`config.mk`:
```
export PLATFORM = sky130hd
export DESIGN_NAME = float_to_posit
export DESIGN_NICKNAME = d
export VERILOG_FILES = /design/src/rtl/float_to_posit.sv
export SDC_FILE = /design/constraint.sdc
export NUM_CORES = 1
export LEC_CHECK = 0
export CAP_MARGIN = 0
export CORE_MARGIN = 2
export CORE_UTILIZATION = 55
export DETAILED_ROUTE_END_ITERATION = 10
export DONT_BUFFER_PORTS = 1
export HOLD_SLACK_MARGIN = 0.02
export PLACE_DENSITY = 0.73
export REMOVE_ABC_BUFFERS = 1
export SETUP_SLACK_MARGIN = 0.05
export SYNTH_ARGS = -nofsm -noshare
export SYNTH_HDL_FRONTEND = slang
export SYNTH_SLANG_ARGS = --single-unit
```
`constraint.sdc`:
```
create_clock -name aclk -period 4.2 [get_ports aclk]
set_input_delay 0.42 -clock aclk [delete_from_list [all_inputs] [get_ports aclk]]
set_output_delay 0.42 -clock aclk [all_outputs]
set_load 0.05 [all_outputs]
```
`src/rtl/float_to_posit.sv`:
```
// IEEE-754 single precision to posit<N,es> converter.
// Four register ranks (operand capture, decode, regime build, sign/outputs); done trails start by three edges.
module float_to_posit #(
    parameter int N  = 32,
    parameter int es = 2
) (
    input  logic         aclk,
    input  logic         reset,
    input  logic [31:0]  in,
    input  logic         start,
    output logic [N-1:0] result,
    output logic         inf,
    output logic         zero,
    output logic         done
);

    localparam int ESW        = (es == 0) ? 1 : es;
    localparam int TAIL_SHIFT = 62 - es - 23;
    localparam logic signed [8:0] K_MAX = 9'(N - 2);
    localparam logic signed [8:0] K_MIN = 9'sd0 - K_MAX;
    localparam logic [N-1:0] NAR_WORD = {1'b1, {(N-1){1'b0}}};

    // Regime/exponent/fraction string left-aligned, sliced to N-1 bits, with saturation at both ends.
    function automatic logic [N-1:0] build_magnitude(
        input logic signed [8:0] k,
        input logic [ESW-1:0]    e,
        input logic [22:0]       frac
    );
        logic [26:0]        tail;
        logic signed [63:0] word;
        logic [8:0]         sh;
        tail = (27'(e) << 23) | 27'(frac);
        if (k >= 9'sd0) begin
            word = {2'b10, 62'd0};
            sh   = $unsigned(k);
        end else begin
            word = {2'b01, 62'd0};
            sh   = $unsigned(~k);
        end
        word = word | $signed(64'(tail) << TAIL_SHIFT);
        word = word >>> sh;
        if (k > K_MAX) begin
            build_magnitude = {1'b0, {(N-1){1'b1}}};
        end else if (k < K_MIN) begin
            build_magnitude = {{(N-1){1'b0}}, 1'b1};
        end else begin
            build_magnitude = {1'b0, word[63 -: N-1]};
        end
    endfunction

    logic [31:0]        in_r;
    logic               v0_r;
    logic [7:0]         exp_s;
    logic signed [8:0]  e_full_s;
    logic signed [8:0]  k_s;
    logic [ESW-1:0]     e_s;
    logic               s1_r, sp1_r, z1_r, v1_r;
    logic signed [8:0]  k1_r;
    logic [ESW-1:0]     e1_r;
    logic [22:0]        f1_r;
    logic [N-1:0]       mag_s;
    logic               s2_r, sp2_r, z2_r, v2_r;
    logic [N-1:0]       mag2_r;

    assign exp_s    = in_r[30:23];
    assign e_full_s = $signed({1'b0, exp_s}) - 9'sd127;
    assign k_s      = e_full_s >>> es;
    assign e_s      = (es == 0) ? {ESW{1'b0}} : e_full_s[ESW-1:0];
    assign mag_s    = build_magnitude(k1_r, e1_r, f1_r);

    // Operand capture; an X start falls into the else branch and stays invalid.
    always_ff @(posedge aclk or posedge reset) begin
        if (reset) begin
            in_r <= 32'd0;
            v0_r <= 1'b0;
        end else begin
            in_r <= in;
            if (start == 1'b1) begin
                v0_r <= 1'b1;
            end else begin
                v0_r <= 1'b0;
            end
        end
    end

    // Decode: classify and split the unbiased exponent into regime k and exponent e.
    always_ff @(posedge aclk or posedge reset) begin
        if (reset) begin
            s1_r  <= 1'b0;
            sp1_r <= 1'b0;
            z1_r  <= 1'b0;
            k1_r  <= 9'sd0;
            e1_r  <= {ESW{1'b0}};
            f1_r  <= 23'd0;
            v1_r  <= 1'b0;
        end else begin
            s1_r  <= in_r[31];
            sp1_r <= (exp_s == 8'hFF);
            z1_r  <= (exp_s == 8'h00);
            k1_r  <= k_s;
            e1_r  <= e_s;
            f1_r  <= in_r[22:0];
            v1_r  <= v0_r;
        end
    end

    // Magnitude build.
    always_ff @(posedge aclk or posedge reset) begin
        if (reset) begin
            s2_r   <= 1'b0;
            sp2_r  <= 1'b0;
            z2_r   <= 1'b0;
            mag2_r <= {N{1'b0}};
            v2_r   <= 1'b0;
        end else begin
            s2_r   <= s1_r;
            sp2_r  <= sp1_r;
            z2_r   <= z1_r;
            mag2_r <= mag_s;
            v2_r   <= v1_r;
        end
    end

    // Sign application and special-case override into the output registers.
    always_ff @(posedge aclk or posedge reset) begin
        if (reset) begin
            result <= {N{1'b0}};
            inf    <= 1'b0;
            zero   <= 1'b0;
            done   <= 1'b0;
        end else begin
            done <= v2_r;
            if (sp2_r) begin
                result <= NAR_WORD;
                inf    <= 1'b1;
                zero   <= 1'b0;
            end else if (z2_r) begin
                result <= {N{1'b0}};
                inf    <= 1'b0;
                zero   <= 1'b1;
            end else begin
                if (s2_r) begin
                    result <= ~mag2_r + N'(1);
                end else begin
                    result <= mag2_r;
                end
                inf  <= 1'b0;
                zero <= 1'b0;
            end
        end
    end

endmodule

```
After elaboration in Yosys (flattened, before gate mapping)
Index checks and enable logic that the tools add are counted.
W data, S select, Z words.
{"block": "totals", "ff_bits": 140, "input_bits": 35, "out_inout_bits": 35, "word_cells": 41}
{"block": "classes", "n_addsub": 2, "order_cmp": 3, "n_eq_ne": 1, "shift": 1, "muxes": 11, "bitwise": 4, "n_reduce_logical": 1}
{"operator": "$mux W32", "n": 4}
{"operator": "$mux W64", "n": 1}
{"operator": "$or A64 B63 Y64", "n": 1}
{"operator": "$sshr A64 B9 Y64", "n": 1}
{"operator": "$add A32 B1 Y32 const B", "n": 1}
{"operator": "$not A32 Y32", "n": 1}
{"operator": "$mux W31", "n": 1}
{"operator": "$or A25 B23 Y25", "n": 1}
{"operator": "$mux W9", "n": 1}
{"operator": "$not A7 Y9", "n": 1}
{"operator": "$sub A8 B7 Y9 const B", "n": 1}
{"operator": "$eq A8 B8 Y1 const B", "n": 1}
{"operator": "$logic_not A8 Y1", "n": 1}
{"operator": "$ge A7 B1 Y1 const B", "n": 1}
{"operator": "$gt A7 B6 Y1 const B", "n": 1}
{"operator": "$lt A7 B6 Y1 const B", "n": 1}
{"operator": "$mux W1", "n": 4}

Depth between registers and ports, before layout
{"block": "depth", "depth_word": 6, "mapped_depth": 11, "ltp_nobuf": 8}

Least setup slack after synthesis
No wires, ideal clock.
{"block": "synth_path", "path_kind": "register to register", "start": "reg k1_r[6] (netlist name)", "end": "reg mag2_r[14]", "setup_time_ns": 0.101, "t_arrival_ns": 2.173, "required_time_ns": 4.099, "setup_slack_ns": 1.926, "stages_incl_launch_ff": 11, "path_buffers": 3, "synth_period_minus_slack_ns": 2.274, "cell_sequence": "dfrtp_1 buf_6 inv_1 clkbuf_1 ha_1 mux2_1 mux2_2 nand2_1 buf_4 nor2_1 nor4_1"}
{"block": "synth_via", "elab_chain_len": 6, "word_cells_on_any_way": 10, "cone_classes": "order compare (3); shift (1); mux (4); bitwise (2)"}
{"element": "$ge A7 B1 Y1", "line_no": "33", "source": "if (k >= 9'sd0) begin"}
{"element": "$mux W64", "line_no": "33"}
{"element": "$or A64 B63 Y64", "line_no": "40", "source": "word = word | $signed(64'(tail) << TAIL_SHIFT);"}
{"element": "$sshr A64 B9 Y64", "line_no": "41", "source": "word = word >>> sh;"}
{"element": "$mux W31", "line_no": "44", "source": "end else if (k < K_MIN) begin"}
{"element": "$mux W32 (*)", "line_no": "42", "source": "if (k > K_MAX) begin"}
{"element": "net mag_s[14]", "line_no": "61", "source": "logic [N-1:0] mag_s;"}
{"element": "end signal: assignment", "line_no": "113", "source": "mag2_r <= {N{1'b0}};"}
{"element": "end signal: assignment", "line_no": "119", "source": "mag2_r <= mag_s;"}
{"element": "end: declaration", "line_no": "63", "source": "logic [N-1:0] mag2_r;"}
The timed path passes the listed nets; every way through them passes the cells marked *.

Worst setup path in the final report
{"block": "layout_path", "start": "reg k1_r[6] (netlist name)", "end": "reg mag2_r[0]"}
{"block": "layout_via", "elab_chain_len": 6, "word_cells_on_any_way": 10, "cone_classes": "order compare (3); shift (1); mux (4); bitwise (2)"}
{"element": "$ge A7 B1 Y1", "line_no": "33"}
{"element": "$mux W64", "line_no": "33"}
{"element": "$or A64 B63 Y64", "line_no": "40"}
{"element": "$sshr A64 B9 Y64", "line_no": "41"}
{"element": "$mux W31", "line_no": "44"}
{"element": "$mux W32 (*)", "line_no": "42"}
{"element": "net mag_s[0]", "line_no": "61"}
Marked as above.

==> results.yml <==
critical_path:
  crit_required_ps: 4460
  startpoint_type: "flip-flop"
  crit_buf_inv: 1
  cp.arrival_ps: 3370
  crit_path_frequent_cell: "a21oi_1"
  critPathCaptureType: "flip-flop"
  crit_fanout: 23
  max_stage_delay_ps: 580
  cpLargestDelayFamily: "multiplexers"
  crit_type: "reg -> reg"
  critPathSlowestCell: "dfrtp_1"
  crit_chain: "xnor2_4, buf_4, mux4_2, mux2i_1, a21oi_1, a21oi_1, o211ai_1"
global_route:
  globalRouteMet1Util: 0.3276
  grt_use_met3: 0.05184
  grt_max_degree: 103
  grt_pass1_wl_um: 27230
  antenna_found_initial: 0
  grtUsageMet2: 0.4041
  track_usage: 0.2517
  grt_pass1_vias: 5135
  grt.busiest_layer: "met2"
  grt_overflow: 0
sta:
  skew_ps: 9.004
  layout_min_cycle_time_ps: 3115
  hold_violations: 0
  finalCritPeriodShare: 0.7418
  timing.fmax_mhz: 321.0
  fin_setup_tns_ps: 0
  setup_viol: 0
  rsz0062_at_grt: "no"
  fin_ws_ps: 1085
  worstMarginPinSlew_ps: 999.8
  slew_headroom: 0.3335
  slew_viol_final: 0
placed_design:
  dpl_cell_area_um2: 7259
  place_ws_ps: 1053
  dp.final_hpwl_um: 11660
  place.gp.congestion: 0.9367
  numPortBuffers: 0
  dp_cells: 810
finish:
  diodes: 0
  drive_above_1_share: 0.1266
  fillerInstances: 980
  multiInputGateArea_um2: 3388
  fin_nets: 731
  post_layout_nonfiller_instances: 875
  utilization: 0.6504
  seqCellArea_um2: 3478
  area_growth_pct: 15.23
  stdcell_area_um2: 8208
clock_network:
  cts_resized: 0
  clk_latency_ps: 420
  cts_root_buf: "clkbuf_16"
  clock_sinks: 139
  clock_tree.buffer_depth: 2
  clkSlewWorstSetupHoldPaths_ps: 60
  numCtsBuffers: 17
  ctsHtreeMaxLevel: 4
  cts_tree: "built"
drt:
  ant_nets: 0
  post_drt_wl_per_cell_um: 18.98
  dr.pass1.iters: 5
  via_per_inst: 5.989
  finalWirelength_um: 16610
  drc: 0
  vias: 5240
  initialDrtViolationCount: 386
yosys:
  synth_most_common_cell: "dfrtp_1"
  seq_area_frac_synth: 0.4883
  synth-main-ff-cell: "dfrtp_1"
  synth_cells: 669
  synth.area.top_cells: "dfrtp_1 (49%), mux4_2 (6.6%), xor2_1 (3.9%)"
  syn_area_per_cell_um2: 10.65
  synth_top_area_cell: "dfrtp_1"
  synth-edff-count: 0
  ys_warn_count: 0
  synth_seq_cells: 139
  synth_top_cells_by_count: "dfrtp_1 (139), nor2_1 (70), nand2_1 (63)"
  ys_async_sr_fraction: 1.000
  synth_top_area_frac: 0.4883
  synth_cell_types: 75
  syn-cell-area_um2: 7123
floorplanning:
  die_w_um: 117.8
  fp.coreArea_um2: 12620
  die_h_um: 117.8
  initial_core_util: 0.5644
  ios: 70
  rows: 41
  dieArea_um2: 13880
power_and_ir_drop:
  powerDensity_nw_per_um2: 498.1
  leakagePower_nw: 3.408
  ir_drop_v: 0.0004200
run:
  drv_cap: 0
hold_path:
  hold_class: "in -> async"
status:
  outcome: "complete, no violations"
[state kept, by name, indices dropped and copies added (netlist names), 2 cells and up]
signal,flops
mag2_r,31
k1_r,7
result,32
f1_r,23
in_r,32
e1_r,2
[area by class of cell]
| class | instances | area share |
|---|---|---|
| clock buffers | 20 | 0.05442 |
| clock inverters | 12 | 0.02088 |
| inverters | 16 | 0.007927 |
| multi-input cells | 468 | 0.4128 |
| flip-flops and latches | 139 | 0.4238 |
| well taps | 172 | 0.02622 |
| repair buffers | 48 | 0.05396 |
[cells in the final DEF, fill, tap and decap left out, types with 15 or more instances in the layout]
cell type      Yosys  final
clkbuf_16          0     17
nand2_1           63     63
xor2_1            32     32
dlygate4sd3_1      0     33
mux2i_1           24     24
buf_4              3     15
nor2_1            70     70
dfrtp_1          139    139
o21ai_1           15     15
o21ai_0           28     28
mux4_2            21     21
a21oi_1           29     29
[kinds of logic after synthesis]
| group | synth area share |
|---|---|
| simple gates | 0.1516 |
| xor+xnor | 0.05164 |
| fa+ha+maj | 0.01194 |
| mux | 0.1064 |
| flops | 0.4883 |
| compound gates | 0.1514 |
| buf+inv | 0.03864 |
[repair_timing]
item                      in CTS  in global routing
hold endpoints to repair      33                  0
buffers inserted               0                  0
hold buffers                  33                  0
[layer usage]
metal / vias up / part of all wire
met3: 44 / 0.046
met4: 0 / 0.038
met5: - / 0
li1: 2454 / -
met2: 175 / 0.49
met1: 2567 / 0.42
[final timing paths]
check | end | cells after the start | slack [ps] | from
max | mag2_r[0] | 7 | 1080 | k1_r[6]
min | z1_r | 1 | 50 | reset
max reg2reg | mag2_r[0] | 7 | 1080 | k1_r[6]
min reg2reg | v1_r | 0 | 350 | v0_r
max in group asynchronous | in_r[4] | 2 | 3180 | reset
min in group aclk | v1_r | 0 | 350 | v0_r
[report_power, final]
| part | total [W] | internal, W | leakage (nW) | switching (W) |
|---|---|---|---|---|
| Sequential | 0.00182 | 0.00148 | 1.61 | 0.000341 |
| Clock | 0.00155 | 0.00100 | 0.296 | 0.000547 |
| Combinational | 0.000721 | 0.000298 | 1.50 | 0.000422 |
[stage by stage]
step	total power (W)	hold slack, ps
after global placement	0.002515	332.6
after CTS	0.004107	75.18
final	0.004088	51.87
after detailed placement	0.002528	334.7
after floorplan	0.002319	331.2
after global routing	0.004260	136.3
Note: power is estimated with default switching activity, not from simulation.
